===== src/rtl/ibex_irq_arbiter_pkg.sv =====
// Shared types, cause encodings and rank helpers for the interrupt arbiter.
// Rank 0 means "no interrupt"; higher ranks win.
package ibex_irq_arbiter_pkg;

    localparam int unsigned IRQ_CAUSE_W = 6;
    localparam int unsigned IRQ_DEPTH_W = 3;

    localparam logic [IRQ_CAUSE_W-1:0] IRQ_CAUSE_NMI       = 6'h3F;
    localparam logic [IRQ_CAUSE_W-1:0] IRQ_CAUSE_EXT       = 6'h2B;
    localparam logic [IRQ_CAUSE_W-1:0] IRQ_CAUSE_SW        = 6'h23;
    localparam logic [IRQ_CAUSE_W-1:0] IRQ_CAUSE_TIMER     = 6'h27;
    localparam logic [IRQ_CAUSE_W-1:0] IRQ_CAUSE_FAST_BASE = 6'h30;

    localparam int unsigned RANK_TIMER     = 1;
    localparam int unsigned RANK_SW        = 2;
    localparam int unsigned RANK_EXT       = 3;
    localparam int unsigned RANK_FAST_BASE = 4;

    typedef enum logic {
        IRQ_IDLE,
        IRQ_REQ
    } irq_state_e;

    // Source bit positions: 0 software, 1 timer, 2 external, 3+k fast k.
    function automatic int unsigned irq_src_rank(input int unsigned src);
        int unsigned rank;
        case (src)
            0:       rank = RANK_SW;
            1:       rank = RANK_TIMER;
            2:       rank = RANK_EXT;
            default: rank = RANK_FAST_BASE + (src - 3);
        endcase
        return rank;
    endfunction

    function automatic logic [IRQ_CAUSE_W-1:0] irq_rank_to_cause(
        input logic [5:0] rank,
        input logic [5:0] nmi_rank
    );
        logic [IRQ_CAUSE_W-1:0] cause;
        if (rank == nmi_rank) begin
            cause = IRQ_CAUSE_NMI;
        end else begin
            case (rank)
                6'd0:               cause = '0;
                6'(RANK_TIMER):     cause = IRQ_CAUSE_TIMER;
                6'(RANK_SW):        cause = IRQ_CAUSE_SW;
                6'(RANK_EXT):       cause = IRQ_CAUSE_EXT;
                default:            cause = IRQ_CAUSE_FAST_BASE + (rank - 6'(RANK_FAST_BASE));
            endcase
        end
        return cause;
    endfunction

endpackage


===== src/rtl/ibex_irq_arbiter_if.sv =====
// Request/acknowledge channel between the interrupt arbiter and the core controller.
interface ibex_irq_arbiter_if;
    import ibex_irq_arbiter_pkg::*;

    logic                   req;
    logic [IRQ_CAUSE_W-1:0] cause;
    logic                   nmi_mode;
    logic [IRQ_DEPTH_W-1:0] depth;
    logic                   ack;
    logic                   done;

    modport master (output req, cause, nmi_mode, depth, input ack, done);
    modport slave  (input req, cause, nmi_mode, depth, output ack, done);

endinterface


===== src/rtl/ibex_irq_nest_stack.sv =====
// Bounded stack of active handler ranks; a simultaneous pop and push is applied pop-first.
module ibex_irq_nest_stack #(
    parameter int unsigned NestDepth = 2,
    parameter int unsigned RankW     = 5
) (
    input  logic             clk_i,
    input  logic             rst_ni,
    input  logic             push_i,
    input  logic             pop_i,
    input  logic [RankW-1:0] rank_i,
    output logic [RankW-1:0] top_o,
    output logic [2:0]       depth_o
);

    logic [RankW-1:0] entries_q [NestDepth];
    logic [RankW-1:0] entries_d [NestDepth];
    logic [2:0]       depth_q, depth_d, depth_pop;
    logic             pop_en, push_en;

    always_comb begin
        pop_en    = pop_i & (depth_q != 3'd0);
        depth_pop = depth_q - {2'b00, pop_en};
        push_en   = push_i & (depth_pop < 3'(NestDepth));
        depth_d   = depth_pop + {2'b00, push_en};
        entries_d = entries_q;
        top_o     = '0;
        for (int i = 0; i < NestDepth; i++) begin
            if (push_en && (depth_pop == 3'(i))) begin
                entries_d[i] = rank_i;
            end
            if (depth_q == 3'(i + 1)) begin
                top_o = entries_q[i];
            end
        end
    end

    always_ff @(posedge clk_i or negedge rst_ni) begin
        if (!rst_ni) begin
            depth_q <= '0;
            for (int i = 0; i < NestDepth; i++) begin
                entries_q[i] <= '0;
            end
        end else begin
            depth_q   <= depth_d;
            entries_q <= entries_d;
        end
    end

    assign depth_o = depth_q;

endmodule


===== src/rtl/ibex_irq_arbiter.sv =====
// Fixed-priority interrupt arbiter with edge latching, preemption and a bounded nesting stack.
module ibex_irq_arbiter
    import ibex_irq_arbiter_pkg::*;
#(
    parameter int unsigned             NumFastIrqs = 15,
    parameter int unsigned             NestDepth   = 2,
    parameter logic [NumFastIrqs-1:0]  EdgeMask    = '0,
    localparam int unsigned            NumIrqs     = NumFastIrqs + 3
) (
    input  logic               clk_i,
    input  logic               rst_ni,
    input  logic [NumIrqs-1:0] irq_i,
    input  logic               irq_nm_i,
    input  logic [NumIrqs-1:0] ie_i,
    input  logic               mstatus_mie_i,
    input  logic               debug_mode_i,
    ibex_irq_arbiter_if.master ctrl,
    output logic [NumIrqs-1:0] pending_o
);

    localparam int unsigned         RankW    = $clog2(NumIrqs + 2);
    localparam logic [RankW-1:0]    NmiRank  = RankW'(NumIrqs + 1);
    localparam logic [NumIrqs-1:0]  EdgeFull = {EdgeMask, 3'b000};

    irq_state_e             state_q, state_d;
    logic                   req_q, req_d;
    logic [RankW-1:0]       rank_q, rank_d;
    logic [IRQ_CAUSE_W-1:0] cause_q, cause_d;
    logic                   nmi_mode_q, nmi_mode_d;
    logic                   debug_q, debug_d;
    logic [NumIrqs-1:0]     irq_q, irq_d;
    logic [NumIrqs-1:0]     latch_q, latch_d;

    logic [NumIrqs-1:0]     rise, pending, ack_hit;
    logic [NumIrqs+1:0]     elig;
    logic                   mask_ok, nmi_ok, held_elig, held_nmi;
    logic                   debug_rise, ack_valid, push, pop;
    logic [RankW-1:0]       best_rank, top_rank;
    logic [IRQ_CAUSE_W-1:0] best_cause;
    logic [2:0]             stack_depth;

    always_comb begin
        rise    = irq_i & ~irq_q;
        pending = ((EdgeFull & (latch_q | rise)) | (~EdgeFull & irq_i)) & ie_i;
        mask_ok = mstatus_mie_i & ~debug_mode_i & ~nmi_mode_q & (stack_depth < 3'(NestDepth));
        nmi_ok  = irq_nm_i & ~nmi_mode_q & ~debug_mode_i;
    end

    assign elig[0]         = 1'b0;
    assign elig[NumIrqs+1] = nmi_ok;

    for (genvar i = 0; i < NumIrqs; i++) begin : gen_src
        localparam int unsigned SrcRank = irq_src_rank(i);
        assign elig[SrcRank] = pending[i] & mask_ok & (RankW'(SrcRank) > top_rank);
        assign ack_hit[i]    = (rank_q == RankW'(SrcRank));
    end

    // Ripple from lowest to highest rank so the highest eligible rank survives.
    for (genvar r = 0; r < NumIrqs + 2; r++) begin : gen_prio
        logic [RankW-1:0] best;
        if (r == 0) begin : g_base
            assign best = '0;
        end else begin : g_chain
            assign best = elig[r] ? RankW'(r) : gen_prio[r-1].best;
        end
    end

    assign best_rank  = gen_prio[NumIrqs+1].best;
    assign best_cause = irq_rank_to_cause(6'(best_rank), 6'(NmiRank));

    always_comb begin
        debug_rise = debug_mode_i & ~debug_q;
        ack_valid  = ctrl.ack & req_q & ~debug_rise;
        held_elig  = elig[rank_q];
        held_nmi   = (rank_q == NmiRank);
        state_d    = state_q;
        req_d      = req_q;
        rank_d     = rank_q;
        cause_d    = cause_q;
        if (debug_rise) begin
            state_d = IRQ_IDLE;
            req_d   = 1'b0;
        end else begin
            case (state_q)
                IRQ_IDLE: begin
                    if (best_rank != '0) begin
                        state_d = IRQ_REQ;
                        req_d   = 1'b1;
                        rank_d  = best_rank;
                        cause_d = best_cause;
                    end
                end
                IRQ_REQ: begin
                    if (ack_valid) begin
                        state_d = IRQ_IDLE;
                        req_d   = 1'b0;
                    end else if (best_rank > rank_q) begin
                        rank_d  = best_rank;
                        cause_d = best_cause;
                    end else if (!held_elig) begin
                        state_d = IRQ_IDLE;
                        req_d   = 1'b0;
                    end
                end
                default: begin
                    state_d = IRQ_IDLE;
                    req_d   = 1'b0;
                end
            endcase
        end
    end

    // NMI lives in nmi_mode rather than on the stack, so it can still be taken when the stack is full.
    always_comb begin
        push       = ack_valid & ~held_nmi;
        pop        = ctrl.done & ~nmi_mode_q;
        nmi_mode_d = nmi_mode_q;
        if (ctrl.done && nmi_mode_q) begin
            nmi_mode_d = 1'b0;
        end
        if (ack_valid && held_nmi) begin
            nmi_mode_d = 1'b1;
        end
        latch_d = (latch_q | rise) & EdgeFull & ~(ack_hit & {NumIrqs{ack_valid}});
        irq_d   = irq_i;
        debug_d = debug_mode_i;
    end

    always_ff @(posedge clk_i or negedge rst_ni) begin
        if (!rst_ni) begin
            state_q    <= IRQ_IDLE;
            req_q      <= 1'b0;
            rank_q     <= '0;
            cause_q    <= '0;
            nmi_mode_q <= 1'b0;
            debug_q    <= 1'b0;
            irq_q      <= '0;
            latch_q    <= '0;
        end else begin
            state_q    <= state_d;
            req_q      <= req_d;
            rank_q     <= rank_d;
            cause_q    <= cause_d;
            nmi_mode_q <= nmi_mode_d;
            debug_q    <= debug_d;
            irq_q      <= irq_d;
            latch_q    <= latch_d;
        end
    end

    ibex_irq_nest_stack #(
        .NestDepth (NestDepth),
        .RankW     (RankW)
    ) u_nest_stack (
        .clk_i   (clk_i),
        .rst_ni  (rst_ni),
        .push_i  (push),
        .pop_i   (pop),
        .rank_i  (rank_q),
        .top_o   (top_rank),
        .depth_o (stack_depth)
    );

    assign ctrl.req      = req_q;
    assign ctrl.cause    = cause_q;
    assign ctrl.nmi_mode = nmi_mode_q;
    assign ctrl.depth    = stack_depth;
    assign pending_o     = pending;

endmodule


===== src/flat_wrapper.sv =====
// flat-port wrapper written by rule: the top's interface ports become plain ports
module ibex_irq_arbiter_flat import ibex_irq_arbiter_pkg::*;
#(
    parameter int unsigned             NumFastIrqs = 15,
    parameter int unsigned             NestDepth   = 2,
    parameter logic [NumFastIrqs-1:0]  EdgeMask    = '0,
    localparam int unsigned            NumIrqs     = NumFastIrqs + 3
)
  (clk_i, rst_ni, irq_i, irq_nm_i, ie_i, mstatus_mie_i, debug_mode_i, pending_o, ctrl_req, ctrl_cause, ctrl_nmi_mode, ctrl_depth, ctrl_ack, ctrl_done);
  ibex_irq_arbiter_if ctrl_i ();
  input  logic clk_i;
  input  logic rst_ni;
  input  logic [NumIrqs-1:0] irq_i;
  input  logic irq_nm_i;
  input  logic [NumIrqs-1:0] ie_i;
  input  logic mstatus_mie_i;
  input  logic debug_mode_i;
  output logic [NumIrqs-1:0] pending_o;
  output wire logic [$bits(ctrl_i.req)-1:0] ctrl_req;
  output wire logic [$bits(ctrl_i.cause)-1:0] ctrl_cause;
  output wire logic [$bits(ctrl_i.nmi_mode)-1:0] ctrl_nmi_mode;
  output wire logic [$bits(ctrl_i.depth)-1:0] ctrl_depth;
  input wire logic [$bits(ctrl_i.ack)-1:0] ctrl_ack;
  input wire logic [$bits(ctrl_i.done)-1:0] ctrl_done;
  assign ctrl_req = ctrl_i.req;
  assign ctrl_cause = ctrl_i.cause;
  assign ctrl_nmi_mode = ctrl_i.nmi_mode;
  assign ctrl_depth = ctrl_i.depth;
  assign ctrl_i.ack = ctrl_ack;
  assign ctrl_i.done = ctrl_done;
  ibex_irq_arbiter #(.NumFastIrqs(NumFastIrqs), .NestDepth(NestDepth), .EdgeMask(EdgeMask)) u_core (.clk_i(clk_i), .rst_ni(rst_ni), .irq_i(irq_i), .irq_nm_i(irq_nm_i), .ie_i(ie_i), .mstatus_mie_i(mstatus_mie_i), .debug_mode_i(debug_mode_i), .ctrl(ctrl_i), .pending_o(pending_o));
endmodule

===== config.mk =====
export PLATFORM = sky130hd
export DESIGN_NAME = ibex_irq_arbiter_flat
export DESIGN_NICKNAME = d
export VERILOG_FILES = /design/src/rtl/ibex_irq_arbiter_pkg.sv /design/src/rtl/ibex_irq_arbiter_if.sv /design/src/rtl/ibex_irq_nest_stack.sv /design/src/rtl/ibex_irq_arbiter.sv /design/src/flat_wrapper.sv
export SDC_FILE = /design/constraint.sdc
export NUM_CORES = 1
export LEC_CHECK = 0
export CORE_ASPECT_RATIO = 1.75
export CORE_UTILIZATION = 49
export DETAILED_ROUTE_END_ITERATION = 8
export GPL_TIMING_DRIVEN = 0
export PLACE_DENSITY = 0.81
export RECOVER_POWER = 25
export SLEW_MARGIN = 20
export SYNTH_ARGS = -nofsm -noshare
export SYNTH_HDL_FRONTEND = slang
export SYNTH_SLANG_ARGS = --single-unit

===== constraint.sdc =====
create_clock -name clk_i -period 4.7 [get_ports clk_i]
set_input_delay 0.47 -clock clk_i [delete_from_list [all_inputs] [get_ports clk_i]]
set_output_delay 0.47 -clock clk_i [all_outputs]
set_load 0.05 [all_outputs]

==> metrics.log <==
[metrics] Ports: 72
[metrics] sort of element at the end of the critical path: flip-flop
[metrics] Worst Path Arrival: 4.60 ns
[metrics] cell types occupying the most area after synthesis: sky130_fd_sc_hd__dfrtp_1 (26%), sky130_fd_sc_hd__ha_1 (5.2%), sky130_fd_sc_hd__nand2_1 (4.5%)
[metrics] Leakage Power: 0.00156 µW
[metrics] Worst Setup Start Kind: input pin
[metrics] total grt overflow: 0
[metrics] maximum number of pins on one net before global-route repair: 29
[metrics] final weighted congestion of routability-driven global placement: 0.924
[metrics] share of synthesized flip-flops with an asynchronous set or reset: 100%
[metrics] most common cell after layout, fill and taps aside: sky130_fd_sc_hd__clkdlybuf4s50_1
[metrics] number of remaining DRC errors: 9
[metrics] final-report setup violation count: 0
[metrics] main flop type after synthesis: sky130_fd_sc_hd__dfrtp_1
[metrics] required time worst endpoint: 4.87 ns
[metrics] Post-Route Hold Slack: 0.500 ns
[metrics] Setup TNS: 0 ns
[metrics] cell taking the most area after synthesis: sky130_fd_sc_hd__dfrtp_1
[metrics] Area growth, synth to finish: 34.3%
[metrics] Worst Skew: 0.00956 ns
[metrics] wire length reported by the detailed router: 8.06 mm
[metrics] first-pass GRT wire length: 12.6 mm
[metrics] detailed-routing iteration count for the pre-antenna-repair pass: 8
[metrics] vertical extent of the die: 99.3 µm
[metrics] violations in the final reports: DRC, capacitance limit, slew limit
[metrics] min cycle time layout: 4.44 ns
[metrics] distinct cell type count of the synthesized netlist: 75
[metrics] category of the most critical setup path: in -> reg
[metrics] total routed wire length on the met1 layer: 2.97 mm
[metrics] CTS tree: yes
[metrics] effective utilization at floorplan: 50.4%
[metrics] final worst-path cycle share: 94.4%
[metrics] count of buffers inserted at the top-level ports: 71
[metrics] critical path fanouts, max: 10
[metrics] hold violation count in the final report: 0
[metrics] Max VDD drop: 0.449 mV
[metrics] Post-CTS Hold Buffers: 0
[metrics] mapped cell area: 2650 µm²
[metrics] worst-margin pin slew: 1.55 ns
[metrics] number of violations of the max-capacitance limit: 1
[metrics] path type of the worst min-delay path: reg -> reg
[metrics] antenna violations before repair: 0
[metrics] post-synthesis sequential element count: 28
[metrics] count of pins over their slew limit: 29
[metrics] standard-cell row count: 35
[metrics] Power Dens Cells: 558 nW/µm²
[metrics] fraction of the yosys area taken by sequential cells: 26.5%
[metrics] HPWL after DPL: 6.46 mm
[metrics] Post-Syn Area per Cell: 8.68 µm²
[metrics] layout cells sized above 1: 13.6%
[metrics] number of global-route vias before repair: 2724
[metrics] number of vias in the routed layout: 2745
[metrics] count of routing violations after the opening detailed-route iteration: 104
[metrics] number of warnings issued by yosys: 0
[metrics] deepest level of the CTS H-tree: 1
[metrics] buffer levels on the longest clock path: 2
[metrics] total number of clock tree sinks: 28
[metrics] average via count per standard cell: 6.28
[metrics] TritonCTS Buffers: 3
[metrics] NumNets Final: 437
[metrics] Die W: 57.6 µm
[metrics] root buffer cell: sky130_fd_sc_hd__clkbuf_8
[metrics] status: finished, violations left
[metrics] Synthesized Nets: 359
[metrics] total routing resource utilization after global routing: 28.9%
[metrics] Post-DRT Antenna Nets: 0
[metrics] highest attainable clock frequency: 225 MHz
[metrics] Floorplan Core Area: 5260 µm²
[metrics] Worst slew margin: -3.36%
[metrics] met2 wire len: 4.16 mm
[metrics] die outline area: 5720 µm²
[metrics] top layer in use: met4
[metrics] highest-count cells in the layout ignoring fill and taps: sky130_fd_sc_hd__clkdlybuf4s50_1 (70), sky130_fd_sc_hd__nand2_1 (32), sky130_fd_sc_hd__inv_1 (27), sky130_fd_sc_hd__dfrtp_1 (27)
[metrics] Clock Pin Slew Worst Setup and Hold Paths: 0.10 ns
[metrics] instance count of the mapped netlist: 305
[metrics] wire length on met3: 414 µm
[metrics] total power draw: 1990 µW
[metrics] Antenna Cells: 0
[metrics] top-area cell type share of the netlist area: 26.5%
[metrics] count of flip-flops with a built-in enable after synthesis: 0
[metrics] post-DR wirelength/cell: 18.4 µm
[metrics] source-to-sink clock delay at the later pin of the worst-skew pair: 0.28 ns
## Yosys cell counts (3+ instances only)
| cell | instances |
|---|---|
| sky130_fd_sc_hd__inv_1 | 27 |
| sky130_fd_sc_hd__a21boi_1 | 3 |
| sky130_fd_sc_hd__a211oi_2 | 3 |
| sky130_fd_sc_hd__nor3_1 | 4 |
| sky130_fd_sc_hd__mux2i_1 | 8 |
| sky130_fd_sc_hd__and2_1 | 17 |
| sky130_fd_sc_hd__o21ai_0 | 17 |
| sky130_fd_sc_hd__nor2_1 | 13 |
| sky130_fd_sc_hd__nand2_1 | 32 |
| sky130_fd_sc_hd__ha_1 | 11 |
| sky130_fd_sc_hd__a211oi_1 | 3 |
| sky130_fd_sc_hd__a31oi_1 | 7 |
| sky130_fd_sc_hd__a21oi_1 | 11 |
| sky130_fd_sc_hd__a21o_1 | 5 |
| sky130_fd_sc_hd__nand4_1 | 3 |
| sky130_fd_sc_hd__clkbuf_1 | 6 |
| sky130_fd_sc_hd__dfrtp_1 | 28 |
| sky130_fd_sc_hd__mux2_2 | 6 |
| sky130_fd_sc_hd__nand3_1 | 10 |
| sky130_fd_sc_hd__o2111ai_1 | 4 |
| sky130_fd_sc_hd__o21ai_1 | 3 |
| sky130_fd_sc_hd__nor2b_1 | 4 |
| sky130_fd_sc_hd__nand2b_1 | 3 |
| sky130_fd_sc_hd__nor3b_1 | 4 |
## cell families after synthesis
logic type / Yosys count / synth area share, %
AND/OR/NAND/NOR: 115 / 26.7
AO/OA/AOI/OAI: 95 / 27.9
buffers and inverters: 38 / 6.42
flip-flops: 28 / 26.5
multiplexers: 16 / 6.71
adder cells (fa/ha/maj): 11 / 5.20
XOR/XNOR: 2 / 0.661
## worst max-delay path, cell delays in order
cell,delay (ns)
sky130_fd_sc_hd__clkdlybuf4s50_1,0.49
sky130_fd_sc_hd__nor4_4,0.43
sky130_fd_sc_hd__and2_0,0.18
sky130_fd_sc_hd__buf_4,0.16
sky130_fd_sc_hd__nand3_2,0.15
sky130_fd_sc_hd__a2bb2oi_1,0.21
sky130_fd_sc_hd__o311a_1,0.32
sky130_fd_sc_hd__a21boi_2,0.25
sky130_fd_sc_hd__o21ai_2,0.15
sky130_fd_sc_hd__ha_1,0.33
sky130_fd_sc_hd__nor2b_1,0.13
sky130_fd_sc_hd__o21a_1,0.16
sky130_fd_sc_hd__o21ai_0,0.18
sky130_fd_sc_hd__a21oi_2,0.10
sky130_fd_sc_hd__nand2_1,0.07
sky130_fd_sc_hd__a21o_1,0.18
sky130_fd_sc_hd__o21bai_4,0.16
sky130_fd_sc_hd__buf_8,0.17
sky130_fd_sc_hd__mux2_4,0.30
## path summary, 6_finish.rpt
check / startpoint / endpoint / slack (ns) / depth (start not counted)
worst max-delay path: debug_mode_i / u_core.ctrl.cause[4] / 0.26 / 19
worst min-delay path: u_core.u_nest_stack.entries_q[5] / u_core.u_nest_stack.entries_q[5] / 0.50 / 2
worst max register to register: u_core.u_nest_stack.depth_o[1] / u_core.ctrl.cause[4] / 0.36 / 18
worst min register to register: u_core.u_nest_stack.entries_q[5] / u_core.u_nest_stack.entries_q[5] / 0.50 / 2
max in group asynchronous: rst_ni / u_core.u_nest_stack.depth_o[0] / 3.14 / 1
min in group asynchronous: rst_ni / u_core.rank_q[2] / 0.55 / 1
## final cells by class
type / instances / area (µm²)
clock inverters: 1 / 30.0
repair buffers: 73 / 719
inverters: 27 / 101
clock buffers: 3 / 41.3
plain buffers: 11 / 68.8
fillers: 435 / 1700
multi-input cells: 239 / 1830
flip-flops and latches: 28 / 702
well taps: 55 / 68.8
## repair_timing
action	CTS	global route
buffers inserted	0	2
setup endpoints to repair	4	13
pin swaps	0	1
resized for setup	1	9
## registers in the layout, summed over array words and instances, names as in the netlist
register	cells
u_core.u_nest_stack.entries_q	10
u_core.ctrl.cause	6
u_core.rank_q	5
u_core.u_nest_stack.depth_o	3
u_core.ctrl.nmi_mode	1
u_core.ctrl.req	1
u_core.debug_q	1
u_core.state_q	1
## report_power, final
part | switching, µW | internal (µW)
Combinational | 786 | 534
Clock | 77.4 | 114
Sequential | 122 | 351
## stage by stage
| stage | setup WS [ns] | std cells | cell area [µm²] | utilization (%) |
|---|---|---|---|---|
| 4_1_cts | 0.156 | 435 | 3490 | 66.5 |
| 3_5_place_dp | -0.285 | 431 | 3420 | 65.1 |
| 6_report | 0.265 | 437 | 3560 | 67.7 |
| 3_3_place_gp | -0.272 | 431 | 3430 | 65.2 |
| 2_1_floorplan | 0.602 | 305 | 2650 | - |
| 5_1_grt | -0.00430 | 437 | 3560 | 67.7 |
## layer usage
metal | vias to the layer above | global-route usage, %
li1 | 1284 | -
met1 | 1302 | 30.5
met2 | 122 | 51.3
met3 | 37 | 2.08
met4 | 0 | 22.1
met5 | - | 0
Power figures use the tool's default switching activity.
